==> src/rtl/sec_display_pkg.sv <==
// Shared types and segment glyphs for the seconds display.
// Glyphs are active-high, segments a..g on bits 0..6.
package sec_display_pkg;

  typedef enum logic {
    IDLE  = 1'b0,
    SHIFT = 1'b1
  } conv_state_e;

  typedef enum logic [1:0] {
    DIG_ONES = 2'd0,
    DIG_TENS = 2'd1,
    DIG_HUND = 2'd2
  } dig_idx_e;

  localparam logic [6:0] SEG_0     = 7'h3F;
  localparam logic [6:0] SEG_1     = 7'h06;
  localparam logic [6:0] SEG_2     = 7'h5B;
  localparam logic [6:0] SEG_3     = 7'h4F;
  localparam logic [6:0] SEG_4     = 7'h66;
  localparam logic [6:0] SEG_5     = 7'h6D;
  localparam logic [6:0] SEG_6     = 7'h7D;
  localparam logic [6:0] SEG_7     = 7'h07;
  localparam logic [6:0] SEG_8     = 7'h7F;
  localparam logic [6:0] SEG_9     = 7'h6F;
  localparam logic [6:0] SEG_BLANK = 7'h00;

  function automatic logic [6:0] glyph(input logic [3:0] nib);
    logic [6:0] g;
    case (nib)
      4'd0:    g = SEG_0;
      4'd1:    g = SEG_1;
      4'd2:    g = SEG_2;
      4'd3:    g = SEG_3;
      4'd4:    g = SEG_4;
      4'd5:    g = SEG_5;
      4'd6:    g = SEG_6;
      4'd7:    g = SEG_7;
      4'd8:    g = SEG_8;
      4'd9:    g = SEG_9;
      default: g = SEG_BLANK;
    endcase
    return g;
  endfunction

  function automatic logic [3:0] dabble_adj(input logic [3:0] nib);
    return (nib >= 4'd5) ? nib + 4'd3 : nib;
  endfunction

endpackage

==> src/rtl/bin2bcd8.sv <==
// 8-bit binary to 3-digit BCD, serial double-dabble; bcd updates 8 clocks after start.
// No backpressure: start is only honoured in IDLE, busy is high while shifting.
module bin2bcd8
  import sec_display_pkg::*;
(
  input  logic        clk_6m,
  input  logic        xrst,
  input  logic        start,
  input  logic [7:0]  bin,
  output logic [11:0] bcd,
  output logic        busy
);

  conv_state_e state_q, state_d;
  logic [7:0]  shreg_q, shreg_d;
  logic [11:0] acc_q, acc_d;
  logic [11:0] bcd_q, bcd_d;
  logic [2:0]  cnt_q, cnt_d;
  logic [11:0] acc_adj;
  logic [19:0] shifted;

  always_comb begin
    state_d = state_q;
    shreg_d = shreg_q;
    acc_d   = acc_q;
    bcd_d   = bcd_q;
    cnt_d   = cnt_q;
    acc_adj = {dabble_adj(acc_q[11:8]), dabble_adj(acc_q[7:4]), dabble_adj(acc_q[3:0])};
    shifted = {acc_adj, shreg_q} << 1;
    case (state_q)
      IDLE: begin
        if (start) begin
          shreg_d = bin;
          acc_d   = '0;
          cnt_d   = '0;
          state_d = SHIFT;
        end
      end
      SHIFT: begin
        acc_d   = shifted[19:8];
        shreg_d = shifted[7:0];
        cnt_d   = cnt_q + 3'd1;
        // Last shift lands straight in the output register.
        if (cnt_q == 3'd7) begin
          bcd_d   = shifted[19:8];
          state_d = IDLE;
        end
      end
      default: state_d = IDLE;
    endcase
  end

  always_ff @(posedge clk_6m or negedge xrst) begin
    if (!xrst) begin
      state_q <= IDLE;
      shreg_q <= '0;
      acc_q   <= '0;
      bcd_q   <= '0;
      cnt_q   <= '0;
    end else begin
      state_q <= state_d;
      shreg_q <= shreg_d;
      acc_q   <= acc_d;
      bcd_q   <= bcd_d;
      cnt_q   <= cnt_d;
    end
  end

  assign bcd  = bcd_q;
  assign busy = (state_q == SHIFT);

endmodule

==> src/rtl/sec_display.sv <==
// Seconds value to multiplexed 3-digit 7-segment display; bcd 9 clocks after a change.
// No backpressure: sec_in changes during a conversion are picked up once it finishes.
module sec_display
  import sec_display_pkg::*;
#(
  parameter int SCAN_DIV   = 6000,
  parameter bit ACTIVE_LOW = 1'b1,
  parameter bit BLANK_LZ   = 1'b1
) (
  input  logic        clk_6m,
  input  logic        xrst,
  input  logic [7:0]  sec_in,
  output logic [6:0]  seg,
  output logic [2:0]  dig,
  output logic [11:0] bcd,
  output logic        busy
);

  localparam logic [15:0] PRESC_MAX = 16'(SCAN_DIV - 1);
  localparam logic [6:0]  SEG_OFF   = ACTIVE_LOW ? 7'h7F : 7'h00;
  localparam logic [2:0]  DIG_OFF   = ACTIVE_LOW ? 3'b111 : 3'b000;

  logic [7:0]  last_val_q, last_val_d;
  logic [15:0] presc_q, presc_d;
  dig_idx_e    idx_q, idx_d;
  logic [6:0]  seg_q, seg_d;
  logic [2:0]  dig_q, dig_d;
  logic        start;
  logic [3:0]  nib;
  logic        blank;
  logic [2:0]  dig_hot;
  logic [6:0]  seg_hi;

  bin2bcd8 u_conv (
    .clk_6m (clk_6m),
    .xrst   (xrst),
    .start  (start),
    .bin    (sec_in),
    .bcd    (bcd),
    .busy   (busy)
  );

  always_comb begin
    start      = !busy && (sec_in != last_val_q);
    last_val_d = start ? sec_in : last_val_q;
    presc_d    = presc_q + 16'd1;
    idx_d      = idx_q;
    seg_d      = seg_q;
    dig_d      = dig_q;
    nib        = '0;
    blank      = 1'b0;
    dig_hot    = '0;
    seg_hi     = SEG_BLANK;
    // Index, segments and enables all move on the same edge to avoid ghosting.
    if (presc_q == PRESC_MAX) begin
      presc_d = '0;
      case (idx_q)
        DIG_HUND: idx_d = DIG_ONES;
        DIG_ONES: idx_d = DIG_TENS;
        default:  idx_d = DIG_HUND;
      endcase
      case (idx_d)
        DIG_ONES: begin
          nib     = bcd[3:0];
          dig_hot = 3'b001;
        end
        DIG_TENS: begin
          nib     = bcd[7:4];
          blank   = BLANK_LZ && (bcd[11:8] == 4'd0) && (bcd[7:4] == 4'd0);
          dig_hot = 3'b010;
        end
        default: begin
          nib     = bcd[11:8];
          blank   = BLANK_LZ && (bcd[11:8] == 4'd0);
          dig_hot = 3'b100;
        end
      endcase
      seg_hi = blank ? SEG_BLANK : glyph(nib);
      seg_d  = ACTIVE_LOW ? ~seg_hi : seg_hi;
      dig_d  = ACTIVE_LOW ? ~dig_hot : dig_hot;
    end
  end

  always_ff @(posedge clk_6m or negedge xrst) begin
    if (!xrst) begin
      last_val_q <= '0;
      presc_q    <= '0;
      idx_q      <= DIG_HUND;
      seg_q      <= SEG_OFF;
      dig_q      <= DIG_OFF;
    end else begin
      last_val_q <= last_val_d;
      presc_q    <= presc_d;
      idx_q      <= idx_d;
      seg_q      <= seg_d;
      dig_q      <= dig_d;
    end
  end

  assign seg = seg_q;
  assign dig = dig_q;

endmodule
==> config.mk <==
export PLATFORM = sky130hd
export DESIGN_NAME = sec_display
export DESIGN_NICKNAME = d
export VERILOG_FILES = /design/src/rtl/sec_display_pkg.sv /design/src/rtl/bin2bcd8.sv /design/src/rtl/sec_display.sv
export SDC_FILE = /design/constraint.sdc
export NUM_CORES = 1
export LEC_CHECK = 0
export ABC_AREA = 1
export CORE_UTILIZATION = 55
export CTS_CLUSTER_DIAMETER = 50
export DETAILED_ROUTE_END_ITERATION = 16
export HOLD_SLACK_MARGIN = 0.02
export PLACE_DENSITY = 0.76
export SETUP_SLACK_MARGIN = 0.05
export SYNTH_ARGS = -nofsm -noshare
export SYNTH_HDL_FRONTEND = slang
export SYNTH_SLANG_ARGS = --single-unit
==> constraint.sdc <==
create_clock -name clk_6m -period 2 [get_ports clk_6m]
set_input_delay 0.6 -clock clk_6m [delete_from_list [all_inputs] [get_ports clk_6m]]
set_output_delay 0.6 -clock clk_6m [all_outputs]
set_load 0.01 [all_outputs]
==> impl_metrics.yaml, run 1 <==
floorplanning:
  coreArea_mm2: 0.00691
  initial_utilization: 0.577
  io_pins: 33
  row_count: 30
  dieArea_mm2: 0.00759
  die_y_um: 87.1
  die_x_um: 87.1
global_route:
  grt_pass1_vias: 3286
  grt_max_degree: 73
  antenna_found_initial: 0
  grt_pass1_wl_um: 14000
  grt-ovfl-total: 0
  grt_usage: 0.235
detailed_routing:
  top_layer_used: "met4"
  dr_total_vias: 3415
  drt-total-wl_um: 8100
  wl_met1_um: 3690
  wl_per_cell_um: 12.1
  drcViolationCount: 0
  met2_length_um: 4000
  wl_met3_um: 272
  ant_nets: 0
  viasPerCell: 5.11
  drtPass1Iterations: 4
  drt_iter0_drc: 179
run:
  max-cap-violations: 0
layout:
  final_common_cell: "nand2_1"
  area.growth.synth_to_final_pct: 18.7
  final_core_util: 0.685
  final_cell_mix: "nand2_1 (164), dfrtp_1 (61), inv_1 (57)"
  layout.nets: 591
  antennaDiodeCount: 0
  drive_above_1_share: 0.140
power_and_ir_drop:
  p_total_w: 0.00585
  p_per_area_mw_per_mm2: 1240
  p_leak_nw: 2.48
  irDropWorstVdd_mv: 0.827
timing:
  final_hold_viol_count: 0
  clock_skew_ps: 12.0
  setup_viol: 0
  drv_slew: 0
  relSlewSlack: 0.690
  min_period_over_period: 0.952
  worst_slew_pin_slew_ps: 465
  rsz0062_at_grt: "false"
  post-route-min-period_ps: 1900
  fmax_mhz: 525
  holdWs_ps: 260
setup_path:
  critPathKind: "reg -> out"
  reg2reg_to: "seg[6]"
  slowest_delay_ps: 560
  critPathMaxFanout: 4
  crit_arrival_ps: 1300
  r2r_start: "idx_q[1]"
  worst_setup_path_end_kind: "primary output"
  critPathTopFamily: "buffers and inverters"
  crit_required_ps: 1400
  startpoint_type: "flop"
  worst-path-buf-inv: 1
  regToRegSetupSlack_ps: 210
  crit_slowest_cell: "clkdlybuf4s50_1"
  path_cells: "clkdlybuf4s50_1"
  worstRegToRegCells: 12
worst_hold_path:
  hp-class: "in -> async"
cts:
  cts_buffers: 9
  clk_latency_ps: 340
  clk_pin_slew_ps: 80
  h-tree-depth: 3
  tritoncts: "built"
  clockRootBuffer: "clkbuf_8"
  cts-root-to-sink-buffers: 2
  cts.sinks: 72
status:
  status: "finished, final reports clean"
yosys:
  synth_seq_area_share: 0.456
  ys_types: 32
  synthesis.area_mm2: 0.00398
  synth_area_per_cell_um2: 7.75
  synth_fp_nets: 538
  synth_warnings: 0
  ys_seq_elements: 72
  syn_inst: 514
placed_design:
  gp_congestion: 0.953
  hpwl_um: 5900
  port_buffers: 32
## metrics by stage
stage	setup WS (ps)	TNS [ps]	area (µm²)	std cells
detailed placement	-106	-2290	4510	649
floorplan	399	0	3980	514
CTS	50.2	0	4700	665
global placement	-58.4	-942	4510	649
finish	95.3	0	4730	668
global route	45.3	0	4730	668
## timing repair
action / 4_1_cts / 5_1_grt
resized for setup: 10 / 3
setup buffers: 0 / 3
hold buffers: 0 / 0
setup endpoints to repair: 10 / 8
## where the power goes
part / internal, W / switching [W] / total [W]
sequential: 0.00188 / 0.000360 / 0.00224
combinational: 0.00108 / 0.00139 / 0.00247
clock: 0.000575 / 0.000560 / 0.00114
## worst max-delay path by stage
| stage | start | end | cells after the start |
|---|---|---|---|
| after floorplan | idx_q[1] | seg[5] | 12 |
| after global placement | sec_in[1] | u_conv.shreg_q[0] | 8 |
| after detailed placement | sec_in[1] | u_conv.shreg_q[0] | 8 |
| after CTS | u_conv.bcd[5] | bcd[5] | 1 |
| after global routing | u_conv.bcd[10] | bcd[10] | 1 |
| final | u_conv.bcd[11] | bcd[11] | 1 |
## flip-flops by register name, indices dropped and copies added (netlist names)
name / count
u_conv.busy: 1
u_conv.shreg_q: 8
presc_q: 16
last_val_q: 8
dig: 3
idx_q: 2
seg: 7
u_conv.acc_q: 12
u_conv.cnt_q: 3
u_conv.bcd: 12
## logic make-up after synthesis
group / Yosys count / share of synthesized area
DFF: 72 / 0.456
xor gates and xnor gates: 18 / 0.0396
buffers and inverters: 71 / 0.0754
and+or+nand+nor: 301 / 0.334
adders and majority gates: 14 / 0.0440
AOI/OAI and AO/OA: 38 / 0.0512
## synth_stat cells
master,instances,area share
xor2_1,12,0.026
a21oi_1,8,0.010
and2_1,1,0.0016
clkbuf_1,5,0.0047
nand4_1,9,0.014
nor3b_1,1,0.0019
nand3_2,6,0.015
a21boi_0,1,0.0019
a21oi_2,1,0.0022
inv_2,1,0.00094
or2_0,1,0.0016
o21bai_1,1,0.0019
nand3_1,51,0.064
inv_1,57,0.054
nand3b_1,1,0.0019
buf_2,3,0.0038
o21a_1,1,0.0019
ha_1,14,0.044
o21ai_0,25,0.031
buf_4,2,0.0038
nor2_2,3,0.0047
nand2_1,164,0.15
nor3_1,4,0.0050
nand2_2,3,0.0047
xnor2_1,6,0.013
dfrtp_1,61,0.38
a211oi_1,1,0.0019
nor2_4,2,0.0057
or2_2,12,0.019
nor2_1,43,0.041
dfstp_2,11,0.073
buf_6,3,0.0085
## final cells by class
class	count	area [µm²]
Fill cell	604	2180
Multi-Input combinational cell	371	1870
Sequential cell	72	1820
Timing Repair Buffer	55	505
Inverter	58	218
Clock buffer	9	124
Tap cell	96	120
Clock inverter	7	72.6
## layer usage
metal / GRT usage / vias to the layer above
li1: - / 1726
met1: 0.283 / 1606
met2: 0.424 / 71
met3: 0.0360 / 12
met4: 0.0879 / 0
met5: 0 / -
Power figures use the tool's default switching activity.
==> run 2, diff against run 1 <==
--- a/config.mk
+++ b/config.mk
@@ -9,9 +9,10 @@
 export CORE_UTILIZATION = 55
 export CTS_CLUSTER_DIAMETER = 50
 export DETAILED_ROUTE_END_ITERATION = 16
-export HOLD_SLACK_MARGIN = 0.02
 export PLACE_DENSITY = 0.76
 export SETUP_SLACK_MARGIN = 0.05
+export SKIP_LAST_GASP = 1
 export SYNTH_ARGS = -nofsm -noshare
 export SYNTH_HDL_FRONTEND = slang
+export SYNTH_HIERARCHICAL = 1
 export SYNTH_SLANG_ARGS = --single-unit
==> impl_metrics.yaml, run 2 <==
layout:
  final_cells: 643
  final_common_cell: "nand2_1"
  fillCellCount: 557
  antennaDiodeCount: 0
  multi_input_area_mm2: 0.00183
  register_area_mm2: 0.00182
  final_cell_mix: "nand2_1 (127), dfrtp_1 (60), inv_1 (51)"
  layout.nets: 566
  stdcell_area_mm2: 0.00478
  area.growth.synth_to_final_pct: 21.1
  drive_above_1_share: 0.197
  top_register: "presc_q"
  largest_reg_flops: 16
detailed_routing:
  drt_iter0_drc: 166
  dr_total_vias: 3285
  drt-total-wl_um: 8300
  drcViolationCount: 0
  ant_nets: 0
  wl_per_cell_um: 12.9
  viasPerCell: 5.11
  drtPass1Iterations: 5
power_and_ir_drop:
  p_per_area_mw_per_mm2: 1330
  p_leak_nw: 2.46
  p_total_w: 0.00633
  irDropWorstVdd_mv: 0.943
setup_path:
  critPathMaxFanout: 3
  crit_required_ps: 1400
  path_cells: "clkdlybuf4s50_1"
  critPathKind: "reg -> out"
  worst_setup_path_end_kind: "primary output"
  slowest_delay_ps: 570
  crit_arrival_ps: 1310
  startpoint_type: "flop"
  crit_slowest_cell: "clkdlybuf4s50_1"
  worst-path-buf-inv: 1
  critPathTopFamily: "buffers and inverters"
floorplanning:
  dieArea_mm2: 0.00752
  die_x_um: 86.7
  die_y_um: 86.7
  coreArea_mm2: 0.00687
  io_pins: 33
  row_count: 30
  initial_utilization: 0.574
placed_design:
  placed_area_mm2: 0.00446
  hpwl_um: 5990
  gp_congestion: 0.837
  port_buffers: 32
  place_inst: 619
yosys:
  synth_top_area_cell: "dfrtp_1"
  synthesis.area_mm2: 0.00395
  synth_seq_area_share: 0.460
  synth_edf_count: 0
  synth_fp_nets: 505
  synthFlopType: "dfrtp_1"
  ys_types: 32
  synth_common_cells: "nand2_1 (127), dfrtp_1 (61), inv_1 (51)"
  syn_inst: 481
  ys_seq_elements: 72
  synthTopCellsByArea: "dfrtp_1 (39%), nand2_1 (12%), dfstp_2 (7.3%)"
  post-synth-top-count-cell: "nand2_1"
  synth_warnings: 6
  ys_async_sr_fraction: 1.00
  synth_area_per_cell_um2: 8.20
  synth_top_area_frac: 0.387
cts:
  cts_buffers: 9
  h-tree-depth: 3
  tritoncts: "built"
  clk_latency_ps: 360
  clk_pin_slew_ps: 80
  clockRootBuffer: "clkbuf_8"
  ctsHoldBuffers: 0
  cts.sinks: 72
  cts-root-to-sink-buffers: 2
timing:
  min_period_over_period: 0.955
  worst_slew_pin_slew_ps: 500
  rsz0062_at_grt: "true"
  post-route-min-period_ps: 1910
  clock_skew_ps: 6.21
  final_hold_viol_count: 0
  relSlewSlack: 0.667
  fmax_mhz: 523
  setup_tns_ps: 0
  drv_slew: 0
  setup_viol: 0
global_route:
  antenna_found_initial: 0
  grt_pass1_wl_um: 14200
  grt_max_degree: 26
  grt-ovfl-total: 0
  grt_usage: 0.248
  grt_pass1_vias: 3069
status:
  status: "finished, final reports clean"
worst_hold_path:
  hp-class: "in -> async"
run:
  max-cap-violations: 0
[run 2: cell count changes after synthesis, moves of 9 or more]
cell / delta
or2_2: -9
o22ai_1: +11
nand2_2: +11
o21ai_0: -9
nand2_1: -37
nand3_1: -15
[run 2: final timing paths]
kind | start | to | slack [ps] | cells past startpoint
worst max-delay path | u_conv/bcd[2] | bcd[2] | 90 | 1
worst min-delay path | xrst | presc_q[12] | 200 | 1
worst max register to register | idx_q[1] | seg[6] | 180 | 12
worst min register to register | presc_q[0] | presc_q[0] | 460 | 1
max in group asynchronous | xrst | seg[3] | 1220 | 2
min in group clk_6m | presc_q[0] | presc_q[0] | 460 | 1
[run 2: through the flow]
| step | hold slack (ps) | util | setup WS, ps |
|---|---|---|---|
| floorplan | 304 | - | 232 |
| global placement | 451 | 0.650 | -161 |
| detailed placement | 452 | 0.650 | -184 |
| CTS | 199 | 0.690 | 51.4 |
| global route | 227 | 0.695 | 17.1 |
| finish | 201 | 0.695 | 89.5 |
[run 2: kinds of logic (layout without fill, tap and decap cells)]
family | count (synthesis) | count (layout) | synth area share
simple gates | 271 | 271 | 0.324
flops | 72 | 72 | 0.460
buf+inv | 68 | 134 | 0.0777
compound gates | 41 | 41 | 0.0606
xor+xnor | 15 | 15 | 0.0333
fa+ha+maj | 14 | 14 | 0.0444
[run 2: power by group]
group | switching, W | internal, W | leakage (nW)
registers | 0.000326 | 0.00189 | 0.872
logic | 0.00156 | 0.00110 | 1.47
clock network | 0.000558 | 0.000894 | 0.126
total | 0.00244 | 0.00388 | 2.46
[run 2: what timing repair did]
item | CTS | global route
setup endpoints to repair | 15 | 20
gates resized for setup | 10 | 5
buffers inserted | 5 | 3
[run 2: cell type report]
class | count | area share
tap | 96 | 0.0251
multi-input combinational | 341 | 0.383
inverter | 60 | 0.0479
clock buffer | 11 | 0.0317
timing repair buffer | 58 | 0.111
sequential | 72 | 0.380
clock inverter | 5 | 0.0215
[run 2: routing by layer]
metal,global-route usage,wire [µm],vias to the layer above
met5,0,0,-
met2,0.398,3930,65
li1,-,-,1661
met3,0.0600,327,7
met4,0.0727,105,0
met1,0.336,3930,1552
